<file path="src/rtl/sram_arb_pkg.sv">
// Shared types and default constants for the SRAM port arbiter.
// The optional starvation guard is enabled with SRAM_ARB_STARVE_GUARD_EN.
package sram_arb_pkg;

    typedef enum logic [1:0] {
        S_ARB_IDLE = 2'd0,
        S_ARB_P0   = 2'd1,
        S_ARB_P1   = 2'd2,
        S_ARB_TURN = 2'd3
    } sram_arb_state_t;

    typedef logic arb_port_t;

    localparam arb_port_t PORT0 = 1'b0;
    localparam arb_port_t PORT1 = 1'b1;

    localparam int unsigned DEF_READ_LATENCY = 2;
    localparam int unsigned DEF_MAX_WAIT     = 15;

endpackage

</file>
<file path="src/rtl/sram_port_arbiter_tag_pipe.sv">
// {valid, port} shift register that steers each read return back to the
// port that issued it, DEPTH edges after acceptance.
module read_tag_pipe
    import sram_arb_pkg::*;
#(
    parameter int unsigned DEPTH = DEF_READ_LATENCY + 1
) (
    input  logic      clk,
    input  logic      rst_n,
    input  logic      push,
    input  arb_port_t port,
    output logic      rvalid0,
    output logic      rvalid1
);

    logic [DEPTH-1:0] tag_valid;
    logic [DEPTH-1:0] tag_port;

    always_ff @(posedge clk) begin
        if (!rst_n) begin
            tag_valid <= '0;
            tag_port  <= '0;
        end else begin
            tag_valid <= {tag_valid[DEPTH-2:0], push};
            tag_port  <= {tag_port[DEPTH-2:0], port};
        end
    end

    // Gated by reset so nothing leaks out while reset is asserted.
    assign rvalid0 = rst_n && tag_valid[DEPTH-1] && (tag_port[DEPTH-1] == PORT0);
    assign rvalid1 = rst_n && tag_valid[DEPTH-1] && (tag_port[DEPTH-1] == PORT1);

endmodule

</file>
<file path="src/rtl/sram_port_arbiter.sv">
// Two-port arbiter in front of SRAM_Controller: port 0 has priority, reads are
// tagged for return. Define SRAM_ARB_STARVE_GUARD_EN to build the port-1 starvation guard.
module sram_port_arbiter
    import sram_arb_pkg::*;
#(
    parameter int ADDR_W       = 18,
    parameter int DATA_W       = 16,
    parameter int READ_LATENCY = DEF_READ_LATENCY
`ifdef SRAM_ARB_STARVE_GUARD_EN
    ,
    parameter int MAX_WAIT     = DEF_MAX_WAIT
`endif
) (
    input  logic              Clock_50,
    input  logic              Resetn,
    input  logic              SRAM_ready,
    input  logic              p0_req,
    input  logic              p1_req,
    input  logic              p0_we_n,
    input  logic              p1_we_n,
    input  logic [ADDR_W-1:0] p0_addr,
    input  logic [ADDR_W-1:0] p1_addr,
    input  logic [DATA_W-1:0] p0_wdata,
    input  logic [DATA_W-1:0] p1_wdata,
    output logic              p0_gnt,
    output logic              p1_gnt,
    output logic              p0_rvalid,
    output logic              p1_rvalid,
    output logic [DATA_W-1:0] p0_rdata,
    output logic [DATA_W-1:0] p1_rdata,
    output logic [ADDR_W-1:0] SRAM_address,
    output logic [DATA_W-1:0] SRAM_write_data,
    output logic              SRAM_we_n,
    input  logic [DATA_W-1:0] SRAM_read_data,
    output sram_arb_state_t   arb_state
);

    // Handshake: a requester holds req/addr/we_n/wdata until gnt; the access
    // is accepted on the rising edge that ends a cycle with req && gnt high.

    sram_arb_state_t state, state_next;
    logic            force_p1;
    logic            sel_p1;
    logic            cand_req;
    logic            cand_we_n;
    logic            other_read_pending;
    logic            late_block;
    logic            grant_ok;
    logic            accept;
    logic            last_wr_valid;
    arb_port_t       last_wr_port;

    always_comb begin
        cand_req           = p0_req | p1_req;
        sel_p1             = p1_req & (~p0_req | force_p1);
        cand_we_n          = sel_p1 ? p1_we_n : p0_we_n;
        other_read_pending = sel_p1 ? (p0_req & p0_we_n) : (p1_req & p1_we_n);
        // A read that shows up only after the other port's write was accepted
        // still needs its bubble; it is held here for that one cycle.
        late_block         = last_wr_valid && (last_wr_port != sel_p1) && cand_we_n;
        grant_ok           = Resetn && SRAM_ready && (state != S_ARB_TURN) && !late_block;
        p0_gnt             = grant_ok && p0_req && !sel_p1;
        p1_gnt             = grant_ok && sel_p1;
        accept             = p0_gnt | p1_gnt;
    end

    always_comb begin
        state_next = state;
        if (state == S_ARB_TURN) begin
            state_next = S_ARB_IDLE;
        end else if (accept) begin
            if (!cand_we_n && other_read_pending) begin
                state_next = S_ARB_TURN;
            end else begin
                state_next = sel_p1 ? S_ARB_P1 : S_ARB_P0;
            end
        end else if (!cand_req) begin
            state_next = S_ARB_IDLE;
        end
    end

    always_ff @(posedge Clock_50) begin
        if (!Resetn) begin
            state           <= S_ARB_IDLE;
            SRAM_address    <= '0;
            SRAM_write_data <= '0;
            SRAM_we_n       <= 1'b1;
            last_wr_valid   <= 1'b0;
            last_wr_port    <= PORT0;
        end else begin
            state         <= state_next;
            last_wr_valid <= accept && !cand_we_n;
            last_wr_port  <= sel_p1;
            if (accept) begin
                SRAM_address    <= sel_p1 ? p1_addr : p0_addr;
                SRAM_write_data <= sel_p1 ? p1_wdata : p0_wdata;
                SRAM_we_n       <= cand_we_n;
            end else begin
                SRAM_we_n <= 1'b1;
            end
        end
    end

`ifdef SRAM_ARB_STARVE_GUARD_EN
    logic [3:0] wait_cnt;

    always_ff @(posedge Clock_50) begin
        if (!Resetn || !p1_req || p1_gnt) begin
            wait_cnt <= 4'd0;
        end else if (wait_cnt < 4'(MAX_WAIT)) begin
            wait_cnt <= wait_cnt + 4'd1;
        end
    end

    assign force_p1 = (wait_cnt >= 4'(MAX_WAIT));
`else
    assign force_p1 = 1'b0;
`endif

    read_tag_pipe #(
        .DEPTH(READ_LATENCY + 1)
    ) u_tag_pipe (
        .clk    (Clock_50),
        .rst_n  (Resetn),
        .push   (accept && cand_we_n),
        .port   (sel_p1),
        .rvalid0(p0_rvalid),
        .rvalid1(p1_rvalid)
    );

    assign p0_rdata  = SRAM_read_data;
    assign p1_rdata  = SRAM_read_data;
    assign arb_state = state;

endmodule
</file>
<file path="config.mk">
export PLATFORM = sky130hd
export DESIGN_NAME = sram_port_arbiter
export DESIGN_NICKNAME = d
export VERILOG_FILES = /design/src/rtl/sram_arb_pkg.sv /design/src/rtl/sram_port_arbiter_tag_pipe.sv /design/src/rtl/sram_port_arbiter.sv
export SDC_FILE = /design/constraint.sdc
export NUM_CORES = 1
export LEC_CHECK = 0
export ABC_AREA = 1
export CORE_ASPECT_RATIO = 1.5
export CORE_MARGIN = 2
export CORE_UTILIZATION = 35
export DETAILED_ROUTE_END_ITERATION = 12
export GPL_ROUTABILITY_DRIVEN = 0
export PLACE_DENSITY_LB_ADDON = 0.2
export SLEW_MARGIN = 20
export SYNTH_ARGS = -nofsm -noshare
export SYNTH_HDL_FRONTEND = slang
export SYNTH_SLANG_ARGS = --single-unit
</file>
<file path="constraint.sdc">
create_clock -name Clock_50 -period 1.6 [get_ports Clock_50]
set_input_delay 0.32 -clock Clock_50 [delete_from_list [all_inputs] [get_ports Clock_50]]
set_output_delay 0.32 -clock Clock_50 [all_outputs]
set_load 0.01 [all_outputs]
</file>
==> impl_metrics.sql <==
INSERT INTO impl_metrics (metric_group, metric, value, unit) VALUES
('worst_setup_path', 'r2r_setup_slack', '0.04', 'ns'),
('sta', 'final.min_clock_period', '1.59', 'ns'),
('drt', 'detail_route.wl_per_cell', '11.8', 'um'),
('min_path', 'hold_path.startpoint', 'u_tag_pipe.tag_valid[0]', ''),
('clocking', 'cts_made_buffers', '5', ''),
('yosys', 'share_of_the_yosys_chip_area_belonging_to_registers', '0.335', ''),
('worst_setup_path', 'crit_reg_reg_startpoint', 'u_tag_pipe.tag_port[0]', ''),
('worst_setup_path', 'critical_path.n_buffers_inverters', '1', ''),
('floorplanning', 'initial_core_util', '0.362', ''),
('sta', 'report.final.slew_viol_count', '0', ''),
('worst_setup_path', 'critical_path_cell_by_cell', 'nand3_4 -> nand2_4 -> nor2_4 -> nand2_4 -> nand2_4 -> nor2_2 -> buf_2', ''),
('clocking', 'clkTransAtPathRegs', '0.08', 'ns'),
('floorplanning', 'dieArea', '8240', 'um^2'),
('sta', 'min_period_over_period', '0.994', ''),
('clocking', 'worst_skew_pair.late_latency', '0.29', 'ns'),
('cells_and_area', 'nFillCells', '698', ''),
('cells_and_area', 'final_common_cell', 'clkdlybuf4s50_1', ''),
('drt', 'drt_pass1_iterations', '4', ''),
('floorplanning', 'die_height', '110', 'um'),
('sta', 'worst_slew_margin_relative_to_its_limit', '0.792', ''),
('run', 'cap_violations', '0', ''),
('yosys', 'net_count_after_synthesis', '436', ''),
('placed_design', 'io_buffer_count', '115', ''),
('worst_setup_path', 'worstSetupStartpointType', 'flip-flop', ''),
('floorplanning', 'coreArea', '7270', 'um^2'),
('worst_setup_path', 'cp_top_family', 'simple AND/OR/NAND/NOR gates', ''),
('cells_and_area', 'multi_input_comb_area', '1220', 'um^2'),
('floorplanning', 'num_rows', '38', ''),
('cells_and_area', 'layout_common_cells', 'clkdlybuf4s50_1 (103), nand2_1 (78), nor2_1 (72)', ''),
('sta', 'hold_viol_final', '0', ''),
('global_route', 'antenna_violations_before_repair', '0', ''),
('min_path', 'min_delay_path_depth', '2', ''),
('worst_setup_path', 'critical_path.slowest_cell', 'dfxtp_4', ''),
('worst_setup_path', 'cp_data_required_time', '1.28', 'ns'),
('drt', 'wl', '6510', 'um'),
('global_route', 'globalRoute.totalOverflow', '0', ''),
('clocking', 'ctsLongestPathBuffers', '2', ''),
('worst_setup_path', 'crit_path_end_kind', 'output pin', ''),
('cells_and_area', 'drive_gt1_frac', '0.213', ''),
('cells_and_area', 'antennaDiodeCount', '0', ''),
('yosys', 'yosysWarnings', '0', ''),
('sta', 'max_slew.worst_pin.slew', '0.312', 'ns'),
('worst_setup_path', 'rr_worst_depth', '11', ''),
('drt', 'detailedRoute.firstIterationViolations', '75', ''),
('pwr', 'post-layout-total-power', '0.00265', 'W'),
('sta', 'fmax', '629', 'MHz'),
('clocking', 'cts_tree', 'yes', ''),
('yosys', 'synthCells', '345', ''),
('clocking', 'postCtsHoldBufs', '0', ''),
('outcome', 'status', 'finished clean', ''),
('drt', 'vias', '2313', ''),
('worst_setup_path', 'arrival', '1.27', 'ns'),
('placed_design', 'post-dp-hpwl', '4870', 'um'),
('floorplanning', 'ioPinCount', '164', ''),
('cells_and_area', 'flow.area_growth_from_synthesis', '48.3', '%'),
('yosys', 'syn-mean-instance-area', '7.62', 'um^2'),
('placed_design', 'placedCellCount', '530', ''),
('min_path', 'hp-class', 'flip-flop to flip-flop', ''),
('cells_and_area', 'finish.utilization', '0.536', ''),
('clocking', 'cts.sink_count', '44', ''),
('worst_setup_path', 'critical_path.most_common_cell', 'nand2_4', ''),
('sta', 'unrepaired_setup_endpoints_after_global_routing', 'true', ''),
('yosys', 'synth.ff_latch_count', '44', ''),
('pwr', 'p_per_area', '680', 'nW/um^2'),
('global_route', 'track_usage', '0.157', ''),
('sta', 'finalSetupTns', '0', 'ns'),
('drt', 'ant_nets', '0', ''),
('yosys', 'ys_types', '21', ''),
('drt', 'viasPerCell', '4.21', ''),
('sta', 'fin_skew', '0.00177', 'ns'),
('worst_setup_path', 'cp_peak_stage_delay', '0.39', 'ns');
==> worst max-delay path by stage <==
| stage | startpoint | endpoint | cells past startpoint |
|---|---|---|---|
| floorplan | Resetn | p1_gnt | 5 |
| global placement | p1_req | p1_gnt | 8 |
| detailed placement | p1_req | p1_gnt | 8 |
| CTS | arb_state[1] | arb_state[1] | 2 |
| global route | u_tag_pipe.tag_port[0] | p1_gnt | 7 |
| finish | u_tag_pipe.tag_port[0] | p1_gnt | 7 |
==> tightest hold or removal path: stages, from the launching register on <==
cell and delay [ns]:
dfxtp_1 0.31, nand2_1 0.04, inv_1 0.04
==> area by class of cell <==
class,instances,area share
Multi-Input combinational cell,204,0.314
Inverter,49,0.0471
Sequential cell,44,0.227
Timing Repair Buffer,145,0.356
Clock buffer,6,0.0212
Tap cell,100,0.0321
Clock inverter,2,0.00257
==> Yosys cell counts <==
master    instances  share of area
buf_2             3         0.0057
buf_8             2          0.011
clkbuf_1          1         0.0014
mux2_2            7          0.030
nand3_1           5         0.0095
nand3b_1          1         0.0029
nand2_2           2         0.0048
nand3_4           1         0.0067
nand2_1          82           0.12
nor2_1           74           0.11
nor2_4            1         0.0043
inv_1            48          0.069
buf_4            32          0.091
dfxtp_1          44           0.33
buf_6             7          0.030
mux2_4           27           0.15
clkbuf_2          1         0.0019
a21oi_1           3         0.0057
inv_2             1         0.0014
clkbuf_8          2          0.010
nand4_1           1         0.0024
==> power by group <==
group,leakage (nW),internal [W],switching [W],total (W)
registers,0.362,0.00116,0.0000327,0.00119
logic,1.57,0.000459,0.000281,0.000740
clock network,0.0510,0.000345,0.000373,0.000718
total,1.98,0.00196,0.000687,0.00265
==> per-stage QoR <==
| stage | cell area, um^2 | hold slack [ns] | worst slack [ns] |
|---|---|---|---|
| final | 3900 | 0.418 | 0.0102 |
| after global routing | 3900 | 0.446 | -0.0568 |
| after CTS | 3820 | 0.424 | 0.00531 |
| after detailed placement | 3670 | 0.403 | -0.665 |
| after global placement | 3670 | 0.403 | -0.627 |
| after floorplan | 2630 | 0.390 | 0.342 |
==> per-layer routing <==
layer / wire, um / part of all wire / vias up / global-route usage
met5: 0 / 0 / - / 0
met4: 264 / 0.041 / 0 / 0.0906
met3: 305 / 0.047 / 23 / 0.0264
met2: 3740 / 0.58 / 74 / 0.307
met1: 2190 / 0.34 / 1024 / 0.146
li1: - / - / 1192 / -
==> cells by family (layout without fill, tap and decap cells) <==
family | count (synthesis) | count (layout) | synth area share
flops | 44 | 44 | 0.335
mux | 34 | 34 | 0.184
simple gates | 167 | 167 | 0.253
buf+inv | 97 | 202 | 0.222
compound gates | 3 | 3 | 0.00571
==> flip-flops by register name, summed over array words and instances, names as in the netlist <==
| register | flops |
|---|---|
| last_wr_valid | 1 |
| u_tag_pipe.tag_port | 3 |
| SRAM_we_n | 1 |
| arb_state | 2 |
| SRAM_address | 18 |
| u_tag_pipe.tag_valid | 3 |
| SRAM_write_data | 16 |
==> what timing repair did <==
item                                    4_1_cts  5_1_grt
cloned                                        0        0
gates resized for setup                      19       25
setup buffers                                 9        3
endpoints found under the setup margin       39        8
pin swaps                                     6        9
Note: power is estimated with default switching activity, not from simulation.
